File: config.mk
export PLATFORM = sky130hd
export DESIGN_NAME = instr_sequencer
export DESIGN_NICKNAME = d
export VERILOG_FILES = /design/src/rtl/cpu_seq_pkg.sv /design/src/rtl/seq_pc_unit.sv /design/src/rtl/instr_sequencer.sv
export SDC_FILE = /design/constraint.sdc
export NUM_CORES = 1
export LEC_CHECK = 0
export CAP_MARGIN = 15
export CORE_MARGIN = 2
export CORE_UTILIZATION = 35
export DETAILED_ROUTE_END_ITERATION = 6
export GPL_TIMING_DRIVEN = 1
export MAX_ROUTING_LAYER = met4
export PLACE_DENSITY = 0.71
export SETUP_SLACK_MARGIN = 0.02
export SLEW_MARGIN = 20
export SYNTH_ARGS = -nofsm -noshare
export SYNTH_HDL_FRONTEND = slang
export SYNTH_HIERARCHICAL = 1
export SYNTH_SLANG_ARGS = --single-unit
File: constraint.sdc
create_clock -name clk -period 5.2 [get_ports clk]
set_clock_uncertainty 0.2 [all_clocks]
set_input_delay 1.04 -clock clk [delete_from_list [all_inputs] [get_ports clk]]
set_output_delay 1.04 -clock clk [all_outputs]
set_load 0.005 [all_outputs]
File: src/rtl/cpu_seq_pkg.sv
// -----------------------------------------------------------------------------
// cpu_seq_pkg
// Shared definitions for the instruction sequencer: the FSM state encoding,
// datapath widths, the opcodes the sequencer itself has to recognise, and a
// helper that extracts the opcode field from an instruction word (iiiidddddd).
// No ports (package).
// -----------------------------------------------------------------------------
package cpu_seq_pkg;

    localparam int PC_W    = 8;
    localparam int INSTR_W = 10;
    localparam int OP_W    = 4;

    localparam logic [OP_W-1:0] OP_RST   = 4'b0111;
    localparam logic [OP_W-1:0] OP_LOAD  = 4'b1011;
    localparam logic [OP_W-1:0] OP_STORE = 4'b1100;

    typedef enum logic [2:0] {
        S_IDLE    = 3'd0,
        S_FETCH   = 3'd1,
        S_DECODE  = 3'd2,
        S_EXEC    = 3'd3,
        S_COMMIT  = 3'd4,
        S_MEMWAIT = 3'd5,
        S_HALT    = 3'd6
    } seq_state_t;

    function automatic logic [OP_W-1:0] opcode_of(input logic [INSTR_W-1:0] word);
        return word[INSTR_W-1 -: OP_W];
    endfunction

endpackage

File: src/rtl/seq_pc_unit.sv
// -----------------------------------------------------------------------------
// seq_pc_unit
// Program counter register and its next-value mux.
// Ports:
//   clk       in   sole clock
//   reset     in   asynchronous active-high reset (pc -> 0)
//   i_upd     in   load the selected next value into the pc this cycle
//   i_load    in   select i_target (decoder jump)
//   i_clear   in   select zero (reset opcode); lower priority than i_load
//   i_target  in   jump target
//   o_pc      out  current program counter
// With neither select asserted the pc increments, wrapping 0xFF -> 0x00.
// -----------------------------------------------------------------------------
module seq_pc_unit
    import cpu_seq_pkg::*;
(
    input  logic            clk,
    input  logic            reset,
    input  logic            i_upd,
    input  logic            i_load,
    input  logic            i_clear,
    input  logic [PC_W-1:0] i_target,
    output logic [PC_W-1:0] o_pc
);

    logic [PC_W-1:0] r_pc;
    logic [PC_W-1:0] w_pc_next;

    always_comb begin
        w_pc_next = r_pc + PC_W'(1);
        if (i_load) begin
            w_pc_next = i_target;
        end else if (i_clear) begin
            w_pc_next = '0;
        end
    end

    always_ff @(posedge clk or posedge reset) begin
        if (reset) begin
            r_pc <= '0;
        end else if (i_upd) begin
            r_pc <= w_pc_next;
        end
    end

    assign o_pc = r_pc;

endmodule

File: src/rtl/instr_sequencer.sv
// -----------------------------------------------------------------------------
// instr_sequencer
// Fetch / decode / execute / commit control FSM for a small CPU. Fetches a
// 10-bit word from instruction memory at pc, holds it in the instruction
// register, strobes exec_en for one cycle, then advances the pc (jump, reset
// opcode, or increment). LOAD/STORE wait in MEMWAIT for dmem_done first.
// A sticky halt request stops the core after the current instruction.
//
// Ports:
//   clk, reset            clock, asynchronous active-high reset
//   run                   start from IDLE or leave HALT
//   halt_req              request halt after the current instruction
//   imem_req/imem_addr    instruction fetch request and address (= pc)
//   imem_ack/imem_rdata   fetch data strobe and data
//   instr                 instruction register
//   exec_en               one-cycle execute strobe for the decoder
//   load_PC/pc_value      decoder jump request / target, sampled in COMMIT
//   dmem_done             data-memory completion, sampled in MEMWAIT
//   pc, state, halted     status
//   step                  (only with SEQ_SINGLE_STEP_EN) run one instruction
//                         from HALT and return to HALT
//
// Build option: define SEQ_SINGLE_STEP_EN to add the step input.
// -----------------------------------------------------------------------------
module instr_sequencer
    import cpu_seq_pkg::*;
(
    input  logic               clk,
    input  logic               reset,
    input  logic               run,
    input  logic               halt_req,
`ifdef SEQ_SINGLE_STEP_EN
    input  logic               step,
`endif
    output logic               imem_req,
    output logic [PC_W-1:0]    imem_addr,
    input  logic               imem_ack,
    input  logic [INSTR_W-1:0] imem_rdata,
    output logic [INSTR_W-1:0] instr,
    output logic               exec_en,
    input  logic               load_PC,
    input  logic [PC_W-1:0]    pc_value,
    input  logic               dmem_done,
    output logic [PC_W-1:0]    pc,
    output logic [2:0]         state,
    output logic               halted
);

    seq_state_t          r_state;
    seq_state_t          w_state_next;
    logic [INSTR_W-1:0]  r_instr;
    logic                r_halt_pend;
    logic                r_step_mode;
    logic [PC_W-1:0]     w_pc;
    logic [OP_W-1:0]     w_op;
    logic                w_mem_op;
    logic                w_stop_after;
    logic                w_pc_upd;
    logic                w_pc_load;
    logic                w_pc_clear;
    logic                w_instr_cap;
    logic                w_halt_exit;
    logic                w_step_start;
    seq_state_t          w_after_upd;

    assign w_op     = opcode_of(r_instr);
    assign w_mem_op = (w_op == OP_LOAD) || (w_op == OP_STORE);

    // A halt request arriving in the very cycle the pc updates still counts,
    // and a single-stepped instruction always goes back to HALT.
    assign w_stop_after = r_halt_pend || halt_req || r_step_mode;
    assign w_after_upd  = w_stop_after ? S_HALT : S_FETCH;

    always_comb begin
        w_state_next = r_state;
        w_pc_upd     = 1'b0;
        w_pc_load    = 1'b0;
        w_pc_clear   = 1'b0;
        w_instr_cap  = 1'b0;
        w_halt_exit  = 1'b0;
        w_step_start = 1'b0;
        case (r_state)
            S_IDLE: begin
                if (run) w_state_next = S_FETCH;
            end
            S_FETCH: begin
                if (imem_ack) begin
                    w_instr_cap  = 1'b1;
                    w_state_next = S_DECODE;
                end
            end
            S_DECODE: w_state_next = S_EXEC;
            S_EXEC:   w_state_next = S_COMMIT;
            S_COMMIT: begin
                if (w_mem_op) begin
                    w_state_next = S_MEMWAIT;
                end else begin
                    w_pc_upd     = 1'b1;
                    w_pc_load    = load_PC;
                    w_pc_clear   = (w_op == OP_RST);
                    w_state_next = w_after_upd;
                end
            end
            S_MEMWAIT: begin
                if (dmem_done) begin
                    w_pc_upd     = 1'b1;
                    w_state_next = w_after_upd;
                end
            end
            S_HALT: begin
                // run together with halt_req keeps the core parked.
                if (run) begin
                    if (!halt_req) begin
                        w_halt_exit  = 1'b1;
                        w_state_next = S_FETCH;
                    end
                end
`ifdef SEQ_SINGLE_STEP_EN
                else if (step) begin
                    w_halt_exit  = 1'b1;
                    w_step_start = 1'b1;
                    w_state_next = S_FETCH;
                end
`endif
            end
            default: w_state_next = S_IDLE;
        endcase
    end

    always_ff @(posedge clk or posedge reset) begin
        if (reset) begin
            r_state     <= S_IDLE;
            r_instr     <= '0;
            r_halt_pend <= 1'b0;
            r_step_mode <= 1'b0;
        end else begin
            r_state <= w_state_next;
            if (w_instr_cap) r_instr <= imem_rdata;
            if (w_halt_exit) begin
                r_halt_pend <= 1'b0;
            end else if (halt_req) begin
                r_halt_pend <= 1'b1;
            end
            if (w_halt_exit) r_step_mode <= w_step_start;
        end
    end

    seq_pc_unit u_pc (
        .clk      (clk),
        .reset    (reset),
        .i_upd    (w_pc_upd),
        .i_load   (w_pc_load),
        .i_clear  (w_pc_clear),
        .i_target (pc_value),
        .o_pc     (w_pc)
    );

    // Outputs decode directly from the state register so reset clears them
    // immediately, without waiting for a clock edge.
    assign imem_req  = (r_state == S_FETCH);
    assign imem_addr = w_pc;
    assign instr     = r_instr;
    assign exec_en   = (r_state == S_EXEC);
    assign halted    = (r_state == S_HALT);
    assign pc        = w_pc;
    assign state     = r_state;

endmodule

**Word level (Yosys, flattened, before mapping)**

Cells that the tools add are included.
Widths: inputs -> output; s select.

- Input port bits: 25
- Latch bits: 0
- Memories kept: 0
- ROM bits: 0
- Bits in registers: 22
- Memory bits (writable): 0
- Output and inout port bits: 32

- Divide/modulo/power cells: 0
- Add/subtract/negate cells: 1
- Bitwise gates (word level): 0
- Muxes and demuxes: 24
- Shift operators: 0
- Reductions and logical operators: 5
- Equal/unequal tests: 14
- Magnitude comparators: 0
- Multiply operators: 0

Operator list:

| cell | count |
|---|---|
| $mux 3 | 7 |
| $pmux 3 s7 | 1 |
| $mux 8 | 2 |
| $mux 1 | 13 |
| $eq 3x3->1 const B | 3 |
| $add 8x1->8 const B | 1 |
| $eq 4x4->1 const B | 2 |
| $ne 2x2->1 const B | 4 |
| $eq 3x2->1 const B | 2 |
| $reduce_and 5->1 | 1 |
| $eq 4x3->1 const B | 1 |
| $eq 3x1->1 const B | 1 |
| $logic_not 3->1 | 1 |
| $logic_or 1x1->1 | 2 |
| $ne 2x1->1 const B | 1 |
| $pmux 1 s2 | 1 |
| $reduce_bool 2->1 | 1 |

**Depth between registers and ports, before layout**

Gate-level depths: netlist of the first run.

- Depth in word-level cells: 6
- Mapped depth: 8

**Cells and area by module**

Netlist of the first run, hierarchy kept.

By module, submodules not included:

| module | cells each | area each (um2) | times used |
|---|---|---|---|
| instr_sequencer | 79 | 863.3 | 1 |
| seq_pc_unit | 61 | 531.8 | 1 |

**Worst setup path before layout of the first run**

No wires, ideal clock.

- Path type: input to register
- Start: input port dmem_done
- End: register u_pc.r_pc[7], in the netlist u_pc/o_pc[7]
- Buffers on the path: 1
- Library setup time: 0.069 ns
- Cell stages on the path: 6
- Setup slack: 2.820 ns
- Arrival: 2.111 ns
- Cell sequence: nor2b_1 -> nor3_1 -> clkbuf_2 -> or2b_2 -> or4_1 -> nand3_1

- Longest elaborated chain between the ends: 2

RTL lines:

| element | line | RTL |
|---|---|---|
| start, declared | instr_sequencer.sv:43 | `input logic dmem_done,` |
| $mux 1 | instr_sequencer.sv:105 | `if (dmem_done) begin` |
| $pmux 1 s2 | instr_sequencer.sv:82 | `case (r_state)` |
| via w_pc_upd | instr_sequencer.sv:58 | `logic w_pc_upd;` |
| end signal, assigned | seq_pc_unit.sv:42 | `r_pc <= w_pc_next;` |
| end, declared | seq_pc_unit.sv:26 | `logic [PC_W-1:0] r_pc;` |

The timed path passes the listed nets, and every way through them passes these cells.
A chain may end at the register's enable or synchronous reset.

**Final worst setup path of the first run**

- Start: register r_state[0], in the netlist state[0]
- End: output port imem_req

- Longest elaborated chain between the ends: 1

RTL lines:

| element | line | RTL |
|---|---|---|
| start, declared | instr_sequencer.sv:49 | `seq_state_t r_state;` |
| start signal, assigned | instr_sequencer.sv:137 | `r_state <= w_state_next;` |
| $eq 3x1->1 | instr_sequencer.sv:160 | `assign imem_req = (r_state == S_FETCH);` |
| end, declared | instr_sequencer.sv:35 | `output logic imem_req,` |

No other way between the ends.

==> results of run 1 <==
cell type report:
class / instances / area share, %
Timing Repair Buffer: 57 / 29.0
Clock buffer: 3 / 2.11
Multi-Input combinational cell: 98 / 37.0
Inverter: 4 / 0.766
Sequential cell: 22 / 28.1
Tap cell: 48 / 3.06
layout by cell type (no fill, tap or decap), drive strengths merged, types with 3 or more instances in the layout:
cell type / synthesis / routed
clkdlybuf4s50: 0 / 56
nand2: 7 / 7
a21oi: 5 / 5
clkbuf: 3 / 3
mux2: 11 / 11
nor3b: 4 / 4
a22o: 3 / 3
o211ai: 3 / 3
nor2: 9 / 9
inv: 4 / 4
o21ai: 3 / 3
nor3: 3 / 3
a31oi: 4 / 4
nand3: 5 / 5
nand2b: 6 / 6
nor2b: 5 / 5
o31ai: 4 / 4
dfrtp: 22 / 22
registers in the layout, indices dropped and copies added, names as in the netlist:
signal       count
state            3
u_pc/o_pc        8
instr           10
r_halt_pend      1
through the flow:
step / total power (uW) / setup WS (ns) / hold WS (ns) / cell area, um^2 / util (%)
final: 1040 / 2.25 / 0.289 / 1960 / 52.4
after global routing: 1130 / 2.12 / 0.324 / 1960 / 52.4
after CTS: 1050 / 1.96 / 0.290 / 1960 / 52.2
after detailed placement: 941 / 1.69 / 0.271 / 1910 / 51.1
after global placement: 924 / 1.81 / 0.261 / 1910 / 51.1
after floorplan: 692 / 2.82 / 0.250 / 1400 / -
cell usage after synthesis (all sizes together), types with 3 or more instances:
cell / n
buf: 13
nor3b: 4
a22o: 3
o211ai: 3
inv: 4
a31oi: 4
o21ai: 3
nand2b: 6
dfrtp: 22
nand2: 7
o31ai: 4
nor2b: 5
nor3: 3
nand3: 5
a21oi: 5
nor2: 9
mux2: 11
clkbuf: 3
per-layer routing:
metal / vias up / share of wire, % / global-route usage (%)
li1: 586 / - / -
met2: 60 / 44 / 24.8
met4: 0 / 0.69 / 4.34
met5: - / 0 / -
met3: 4 / 9.4 / 3.50
met1: 558 / 45 / 21.3
power by group:
group          internal [uW]  leakage [uW]  switching [uW]  total (uW)
clock                   51.5     0.0000216            50.8         102
sequential               246      0.000248             119         365
combinational            373      0.000500             204         576
logic make-up (layout without fill, tap and decap cells):
family,count (synthesis),count (layout)
mux,11,11
buf+inv,20,64
flops,22,22
simple gates,55,55
fa+ha+maj,1,1
compound gates,31,31
final timing paths:
check | from | end | slack, ns | cells past startpoint
setup / recovery | state[0]$_DFFE_PP0P_ | imem_req | 2.25 | 3
setup reg to reg | state[2]$_DFFE_PP0P_ | u_pc/o_pc[3]$_DFFE_PP0P_ | 2.48 | 5
hold reg to reg | r_halt_pend$_DFFE_PP0P_ | r_halt_pend$_DFFE_PP0P_ | 0.29 | 1
max in group asynchronous | reset | instr[1]$_DFFE_PP0P_ | 3.47 | 2
hold / removal | r_halt_pend$_DFFE_PP0P_ | r_halt_pend$_DFFE_PP0P_ | 0.29 | 1
min in group asynchronous | reset | u_pc/o_pc[1]$_DFFE_PP0P_ | 0.87 | 2
==> metrics.md, run 1 <==
| Metric | Value |
|---|---|
| Synth Register Bits | 22 |
| DR WL/cell | 14.3 um |
| Initial core utilization | 37.3% |
| Outcome | finished, final reports clean |
| DR vias/cell | 5.21 |
| Synthesized-area fraction occupied by adder cells | 0.897% |
| Slew HR | 56.0% |
| Setup CP Type | flip-flop to output port |
| Hold buffers post-CTS | 0 |
| DRT Pass-1 Iters | 4 |
| Synth top area cells | dfrtp_1 39%, mux2_4 11%, buf_4 4.3% |
| CP delay by family, top | flip-flops |
| Total Routing Usage GR | 16.0% |
| PwrDens | 532 mW/mm^2 |
| Largest net degree at the start of global routing | 20 |
| Root buffer cell | clkbuf_8 |
| Fill count | 339 |
| Synth Instances | 140 |
| Post-route DRC | 0 |
| Final #Nets | 212 |
| Final wirelength | 3.32 mm |
| Worst-Margin Slew | 0.657 ns |
| HPWL after DPL | 2.46 mm |
| Fmax | 339 MHz |
| Post-CTS Resized | 0 |
| Post-synth top area cell | dfrtp_1 |
| Worst-path clk slew | 0.08 ns |
| Filler-free cell count of the finished design | 232 |
| Crit end category | output port |
| Vias in the first global route | 1169 |
| Final setup viols | 0 |
| Multiplexer area fraction after synthesis | 11.6% |
| Fin crit period | 2.95 ns |
| Routed vias | 1208 |
| Clk_lat worst skew | 0.25 ns |
| CTS tree | built |
| Worst path bufs/invs | 1 |
| Post-Synth XOR/XNOR Area | 0% |
| Synth Cell Area | 0.00140 mm^2 |
| Sequential-to-total area share from yosys stat | 39.5% |
| IO Pins | 57 |
| H-tree levels | 1 |
| Compound-Gate Fraction of Synth Area | 16.1% |
| Crit-path cells | nand2b_1 > nor2_2 > clkdlybuf4s50_1 |
| Inserted Clock Buffers | 3 |
| Final Cycle Share | 56.7% |
| First-pass GRT wire length | 5.47 mm |
| Placer Congestion | 0.942 |
| Post-CTS Setup Bufs | 0 |
| Syn. warnings | 6 |
| Initial antenna violation count | 0 |
| Grt ovf | 0 |
| Worst EP arrival | 1.71 ns |
| Die width | 67.1 um |
| P_leak | 0.000770 uW |
| Die H | 67.1 um |
| Fraction of layout cells with a size suffix above 1 | 11.4% |
| Die area | 0.00451 mm^2 |
| Port bufs | 56 |
| RSZ-0062 raised after global routing | no |
| Avg Inst Size Synth | 9.96 um^2 |
| Yosys cell types | 46 |
| Critical Path RT | 3.96 ns |
| Area of the multi-input gates | 726 um^2 |
| Number of diodes | 0 |
| Maxcap violations | 0 |
| Delay of the slowest cell on the worst path | 0.58 ns |
| Core Rows | 22 |
| Startpoint types | flip-flop |
| Clock Tree Buf Depth | 2 |
| Sink Count | 22 |
| Main synth FF type | dfrtp_1 |
| Post-synth EDFFs | 0 |
| Area Growth Syn to Fin | 40.5% |
| Critical path's slowest cell | dfrtp_1 |
| Initial drt markers | 76 |
| ANT nets after route | 0 |
| Maximum vdd drop | 269 uV |
| Post-synth top area share | 39.5% |
| Total core area | 0.00374 mm^2 |
| HP Class | flip-flop to flip-flop |
| Largest family of logic cells by synthesized area | simple AND/OR/NAND/NOR gates |
| Slew Limit Fails | 0 |
| Fin. Hold Viols | 0 |
| Setup TNS | 0 ns |
| Syn Nets | 166 |
| Post-synthesis simple-gate area fraction | 23.0% |
| Max FO, Critical Path | 13 |
| FF+latch area | 551 um^2 |
| Synth async-reset ratio | 100% |
| Placed insts | 229 |
Power figures use the tool's default switching activity.
==> run 2: changes to the inputs <==
- PLACE_DENSITY: 0.71 -> 0.74
- clock period: 5.2 -> 2.55 ns (I/O delays scaled with it)
==> run 2 against run 1 <==
  * Clock-buffer cell count is 1 higher
  * Clock power grew to 2.5 times the previous value
  * Sequential power is 86% higher
  * Largest power group unchanged
  * Core utilization is 1.2 points higher
  * Largest cell class unchanged
==> metrics.md, run 2 (synthesis results as in run 1) <==
| Metric | Value |
|---|---|
| P_leak | 0.000800 uW (was 0.000770 uW) |
| Routed vias | 1235 (was 1208) |
| FF+latch area | 551 um^2 (unchanged) |
| FF-to-FF End | u_pc/o_pc[6]$_DFFE_PP0P_ (was u_pc/o_pc[3]$_DFFE_PP0P_) |
| Placer Congestion | 0.934 (was 0.942) |
| Number of diodes | 0 (unchanged) |
| Core Rows | 22 (unchanged) |
| HP Class | flip-flop to flip-flop (unchanged) |
| Critical path launch point | state[1]$_DFFE_PP0P_ (was state[0]$_DFFE_PP0P_) |
| H-tree levels | 1 (unchanged) |
| Startpoint types | flip-flop (unchanged) |
| Clock Tree Buf Depth | 2 (unchanged) |
| Initial antenna violation count | 0 (unchanged) |
| Initial drt markers | 77 (was 76) |
| RSZ-0062 raised after global routing | no (unchanged) |
| Total Routing Usage GR | 16.1% (was 16.0%) |
| DR vias/cell | 5.19 (was 5.21) |
| Reg power frac | 30.7% (was 35.0%) |
| Setup CP Type | flip-flop to output port (unchanged) |
| Utilization after layout | 53.6% (was 52.4%) |
| Setup TNS | 0 ns (unchanged) |
| Root buffer cell | clkbuf_8 (unchanged) |
| Commonest non-fill, non-tap cell in the layout | clkdlybuf4s50_1 (unchanged) |
| Slew Limit Fails | 0 (unchanged) |
| Fin crit period | 2.40 ns |
| DRT Pass-1 Iters | 4 (unchanged) |
| Sw frac | 35.2% (was 35.8%) |
| Slew HR | 64.9% (was 56.0%) |
| DR WL/cell | 14.0 um (was 14.3 um) |
| Max FO, Critical Path | 10 (was 13) |
| Grt ovf | 0 (unchanged) |
| Fmax | 416 MHz |
| Cell depth of the worst hold path | 1 (unchanged) |
| Clk_lat worst skew | 0.27 ns (was 0.25 ns) |
| Final Cycle Share | 94.2% |
| Worst-path clk slew | 0.08 ns (about the same) |
| PwrDens | 1100 mW/mm^2 (was 532 mW/mm^2) |
| Final wirelength | 3.34 mm (was 3.32 mm) |
| First-pass GRT wire length | 5.30 mm (was 5.47 mm) |
| IO Pins | 57 (unchanged) |
| Worst-Margin Slew | 0.526 ns (was 0.657 ns) |
| Total core area | 0.00374 mm^2 (unchanged) |
| Net Switching | 779 uW (was 374 uW) |
| Hold buffers post-CTS | 0 (unchanged) |
| Crit end category | output port (unchanged) |
| Final #Nets | 217 (was 212) |
| Final Worst Setup Slack | 0.148 ns (was 2.25 ns) |
| Inserted Clock Buffers | 3 (unchanged) |
| Fin. Hold Viols | 0 (unchanged) |
| Die H | 67.1 um (unchanged) |
| Power share of the clock group | 11.5% (was 9.8%) |
| Vias in the first global route | 1166 (was 1169) |
| Post-CTS Setup Bufs | 0 (unchanged) |
| Number of flip-flops in the largest register | 10 (unchanged) |
| Worst EP arrival | 1.69 ns (was 1.71 ns) |
| Port bufs | 56 (unchanged) |
| Post-CTS Resized | 0 (unchanged) |
| Maxcap violations | 0 (unchanged) |
| Maximum vdd drop | 528 uV (was 269 uV) |
| Fill count | 348 (was 339) |
| Dpl ws | 0.237 ns (was 1.69 ns) |
| Sink Count | 22 (unchanged) |
| Area of the multi-input gates | 721 um^2 (was 726 um^2) |
| FF-to-FF path depth | 8 (was 5) |
| HP Start | r_halt_pend$_DFFE_PP0P_ (unchanged) |
| ANT nets after route | 0 (unchanged) |
| Final setup viols | 0 (unchanged) |
| HPWL after DPL | 2.45 mm (was 2.46 mm) |
| Logic pwr share | 57.8% (was 55.2%) |
| Cell internal pwr | 1440 uW (was 670 uW) |
| Post-route DRC | 0 (unchanged) |
| Critical Path RT | 1.84 ns (was 3.96 ns) |
| Most frequent cells in the layout | 56 x clkdlybuf4s50_1, 22 x dfrtp_1, 10 x mux2_4 (unchanged) |
| Die width | 67.1 um (unchanged) |
| Reg-to-Reg Start | instr[7]$_DFFE_PP0P_ (was state[2]$_DFFE_PP0P_) |
| Die area | 0.00451 mm^2 (unchanged) |
| R2R Setup Slk | 0.32 ns (was 2.48 ns) |
| Initial core utilization | 37.3% (unchanged) |
| Hold Path End | r_halt_pend$_DFFE_PP0P_ (unchanged) |
| Outcome | finished, final reports clean (unchanged) |
| CTS tree | built (unchanged) |
| Area Growth Syn to Fin | 43.9% (was 40.5%) |
| Largest net degree at the start of global routing | 19 (was 20) |
| Fraction of layout cells with a size suffix above 1 | 13.7% (was 11.4%) |
==> run 2: changes by cell type in the layout (fill, tap and decap cells not counted) <==
cell      delta
buf_4        +5
clkbuf_8     +1
nor3b_1      +1
nor3b_2      -1
==> run 2: routing by layer <==
metal  vias up  GRT usage [%]  wire length, um
met2        58           24.9             1530
li1        603              -                -
met5         -              -                0
met4         0           7.14               15
met3         2           2.67              260
met1       572           20.7             1530
==> run 2: critical path: stages (launching register included) <==
cell             delay (ns)
dfrtp_1                0.40
buf_4                  0.17
nand2b_1               0.22
nor2_2                 0.12
clkdlybuf4s50_1        0.51
==> run 2: metrics by stage <==
step                area, um^2  total power (uW)  std cells  hold slack (ns)
global placement          1950              1930        234            0.267
detailed placement        1950              1960        234            0.268
floorplan                 1400              1410        140            0.126
CTS                       2010              2230        238            0.287
global route              2010              2380        238            0.304
finish                    2010              2220        238            0.284
==> run 2: cell type report <==
class / count / share of cell area (%)
multi-input combinational: 98 / 35.9
timing repair buffer: 62 / 30.2
sequential: 22 / 27.4
tap: 48 / 2.99
clock buffer: 4 / 2.74
inverter: 4 / 0.748
==> run 2: power by group through the flow <==
| stage | Sequential [uW] | Combinational [uW] | Clock (uW) |
|---|---|---|---|
| 5_1_grt | 707 | 1400 | 271 |
| 3_3_place_gp | 673 | 1260 | 0 |
| 3_5_place_dp | 682 | 1280 | 0 |
| 4_1_cts | 682 | 1290 | 262 |
| 6_report | 680 | 1280 | 255 |
| 2_1_floorplan | 668 | 743 | 0 |
==> run 2: worst max-delay path by stage <==
stage | slack [ns] | to | cells after the start
2_1_floorplan | 0.32 | u_pc/o_pc[3]$_DFFE_PP0P_ | 7
3_3_place_gp | 0.29 | u_pc/o_pc[6]$_DFFE_PP0P_ | 7
3_5_place_dp | 0.24 | u_pc/o_pc[6]$_DFFE_PP0P_ | 7
4_1_cts | 0.13 | imem_req | 4
5_1_grt | 0.06 | imem_req | 4
6_report | 0.15 | imem_req | 4
==> run 3: changes to the inputs <==
- ABC_AREA: default -> 1
==> run 3 against run 2 <==
  * Clock power decreased by 17%
  * Worst setup slack worse by 0.038 ns
  * Via count grew 11%
  * Critical path depth stayed put
  * Register-to-register slack improved by 0.33 ns
  * Global-route usage down 0.47 points
==> metrics.md, run 3 <==
| Metric | Value |
|---|---|
| Main synth FF type | dfrtp_1 (unchanged) |
| IO Pins | 57 (unchanged) |
| Synth Cell Area | 0.00140 mm^2 (about the same) |
| RSZ-0062 raised after global routing | no (unchanged) |
| Post-synth EDFFs | 0 (unchanged) |
| Outcome | finished, final reports clean (unchanged) |
| Utilization after layout | 53.2% (was 53.6%) |
| Startpoint types | flip-flop (unchanged) |
| Critical Path RT | 1.84 ns (about the same) |
| Fin. Hold Viols | 0 (unchanged) |
| Worst-path clk slew | 0.08 ns (about the same) |
| Post-DP Area | 0.00195 mm^2 (about the same) |
| Most frequent cells in the layout | 56 x clkdlybuf4s50_1, 51 x nand2_1, 24 x nand3_1 (was 56 x clkdlybuf4s50_1, 22 x dfrtp_1, 10 x mux2_4) |
| Initial core utilization | 37.4% (was 37.3%) |
| Setup TNS | 0 ns (unchanged) |
| Port bufs | 56 (unchanged) |
| Fill count | 378 (was 348) |
| DRT Pass-1 Iters | 5 (was 4) |
| Final Cycle Share | 95.7% (was 94.2%) |
| Final wirelength | 3.39 mm (was 3.34 mm) |
| Fraction of layout cells with a size suffix above 1 | 10.3% (was 13.7%) |
| P_leak | 0.000973 uW (was 0.000800 uW) |
| Critical path's slowest cell | clkdlybuf4s50_1 (unchanged) |
| Crit-path cells | nor2_4 > nand2_2 > inv_2 > clkdlybuf4s50_1 (was buf_4 > nand2b_1 > nor2_2 > clkdlybuf4s50_1) |
| Clk_lat worst skew | 0.26 ns (was 0.27 ns) |
| Design area | 0.00199 mm^2 (was 0.00201 mm^2) |
| CP delay by family, top | buffers and inverters (unchanged) |
| Number of diodes | 0 (unchanged) |
| Synth Register Bits | 22 (unchanged) |
| Total core area | 0.00374 mm^2 (unchanged) |
| Cell internal pwr | 1270 uW (was 1440 uW) |
| First-pass GRT wire length | 5.43 mm (was 5.30 mm) |
| Sequential-to-total area share from yosys stat | 39.4% (was 39.5%) |
| Net Switching | 870 uW (was 779 uW) |
| Syn Nets | 219 (was 166) |
| Inserted Clock Buffers | 3 (unchanged) |
| Final setup viols | 0 (unchanged) |
| Post-synth top area cell | dfrtp_1 (unchanged) |
| Setup CP Type | flip-flop to output port (unchanged) |
| Fin crit period | 2.44 ns (was 2.40 ns) |
| Maximum vdd drop | 542 uV (was 528 uV) |
| Largest net degree at the start of global routing | 15 (was 19) |
| ANT nets after route | 0 (unchanged) |
| Maxcap violations | 0 (unchanged) |
| Slew Limit Fails | 0 (unchanged) |
| Slew HR | 63.1% (was 64.9%) |
| Sink Count | 22 (unchanged) |
| HPWL after DPL | 2.54 mm (was 2.45 mm) |
| Post-synth top area share | 39.4% (was 39.5%) |
| Worst path bufs/invs | 2 (unchanged) |
| Routed vias | 1377 (was 1235) |
| Max FO, Critical Path | 11 (was 10) |
| Logic pwr share | 57.4% (was 57.8%) |
| Placer Congestion | 0.862 (was 0.934) |
| Root buffer cell | clkbuf_8 (unchanged) |
| Worst EP arrival | 1.73 ns (was 1.69 ns) |
| Synth top area cells | dfrtp_1 39%, nand2_1 14%, nand3_1 8.6% (was dfrtp_1 39%, mux2_4 11%, buf_4 4.3%) |
| DR WL/cell | 11.7 um (was 14.0 um) |
| Avg Inst Size Synth | 7.25 um^2 (was 9.96 um^2) |
| PwrDens | 1080 mW/mm^2 (was 1100 mW/mm^2) |
| Power share of the clock group | 9.9% (was 11.5%) |
| Top post-synthesis cells by count | 51 x nand2_1, 24 x nand3_1, 22 x dfrtp_1 (was 22 x dfrtp_1, 10 x mux2_4, 8 x buf_4, 8 x nor2_1, 7 x nand2_1) |
| Crit end category | output port (unchanged) |
| Die H | 67.2 um (was 67.1 um) |
| HP Class | flip-flop to flip-flop (unchanged) |
| Final hold slack | 0.280 ns (was 0.284 ns) |
| Total Routing Usage GR | 15.6% (was 16.1%) |
| Commonest non-fill, non-tap cell in the layout | clkdlybuf4s50_1 (unchanged) |
| Die width | 67.2 um (was 67.1 um) |
| H-tree levels | 1 (unchanged) |
| Synth Instances | 193 (was 140) |
| Initial antenna violation count | 0 (unchanged) |
| Core Rows | 22 (unchanged) |
| DR vias/cell | 4.75 (was 5.19) |
| Number of flip-flops in the largest register | 10 (unchanged) |
| Grt ovf | 0 (unchanged) |
| Clock Tree Buf Depth | 2 (unchanged) |
| Yosys cell types | 25 (was 46) |
| Sw frac | 40.6% (was 35.2%) |
| Final #Nets | 270 (was 217) |
| Area of the multi-input gates | 667 um^2 (was 721 um^2) |
| Worst-Margin Slew | 0.553 ns (was 0.526 ns) |
| Most frequent cell after synthesis | nand2_1 (was dfrtp_1) |
| Initial drt markers | 79 (was 77) |
| Post-CTS Setup Bufs | 0 (unchanged) |
| Vias in the first global route | 1242 (was 1166) |
| FF+latch area | 552 um^2 (was 551 um^2) |
| CTS tree | built (unchanged) |
| Syn. warnings | 6 (unchanged) |
| Reg power frac | 32.7% (was 30.7%) |
| Die area | 0.00452 mm^2 (was 0.00451 mm^2) |
| Delay of the slowest cell on the worst path | 0.55 ns (was 0.51 ns) |
| Fmax | 410 MHz (was 416 MHz) |
| Synth async-reset ratio | 100% (unchanged) |
| Area Growth Syn to Fin | 42.5% (was 43.9%) |
| Post-route DRC | 0 (unchanged) |
==> run 3: changes by cell type after synthesis, sizes merged, moves of 5 or more <==
cell,previous run,this run
inv,4,22
a21oi,5,15
nor2,9,24
nand2b,6,0
nand2,7,55
mux2,11,0
nor2b,5,0
nand3,5,25
==> run 3: cell families after synthesis <==
family,Yosys count,synth area share (%)
DFF,22,39.4
adders and majority gates,1,0.894
AOI/OAI and AO/OA,22,9.30
and+or+nand+nor,112,37.1
buffers and inverters,36,13.3
==> run 3: per-layer routing <==
| layer | track usage [%] | part of all wire (%) |
|---|---|---|
| met5 | - | 0 |
| met4 | 3.06 | 0.38 |
| met3 | 3.67 | 6.6 |
| met2 | 24.8 | 48 |
| met1 | 20.5 | 45 |
==> run 3: worst paths after layout <==
kind	from	to	slack (ns)	depth (start not counted)
setup / recovery	state[1]$_DFFE_PP0P_	imem_req	0.11	4
hold / removal	instr[1]$_DFFE_PP0P_	instr[1]$_DFFE_PP0P_	0.28	2
setup reg to reg	state[1]$_DFFE_PP0P_	u_pc/o_pc[1]$_DFFE_PP0P_	0.65	9
hold reg to reg	instr[1]$_DFFE_PP0P_	instr[1]$_DFFE_PP0P_	0.28	2
max in group asynchronous	reset	state[2]$_DFFE_PP0P_	1.34	2
min in group asynchronous	reset	u_pc/o_pc[6]$_DFFE_PP0P_	0.32	2
==> run 3: power groups by stage <==
| stage | Sequential [uW] | Combinational, uW | Clock [uW] |
|---|---|---|---|
| CTS | 694 | 1230 | 223 |
| detailed placement | 698 | 1230 | 0 |
| global route | 728 | 1370 | 240 |
| floorplan | 671 | 733 | 0 |
| global placement | 687 | 1210 | 0 |
| finish | 702 | 1230 | 212 |
==> run 3: final cells by class <==
class | instances | share of cell area, %
well taps | 48 | 3.01
repair buffers | 60 | 29.6
inverters | 22 | 4.14
flip-flops and latches | 22 | 27.7
multi-input cells | 135 | 33.5
clock buffers | 3 | 2.07
==> run 3: tightest hold or removal path, cell delays in order (launching register included) <==
cell and delay [ns]:
dfrtp_1 0.35, nand2_1 0.05, nand2_1 0.05
==> run 3: through the flow <==
stage / total power (uW) / cells / worst slack, ns
5_1_grt: 2340 / 290 / 0.0134
6_report: 2150 / 290 / 0.110
3_3_place_gp: 1900 / 287 / 0.447
4_1_cts: 2150 / 290 / 0.102
3_5_place_dp: 1930 / 287 / 0.403
2_1_floorplan: 1400 / 193 / 0.637
==> run 3: what timing repair did <==
item | CTS | global route
hold endpoints to repair | 0 | 0
hold buffers | 0 | 0
setup endpoints to repair | 0 | 1
resized for setup | 0 | 2
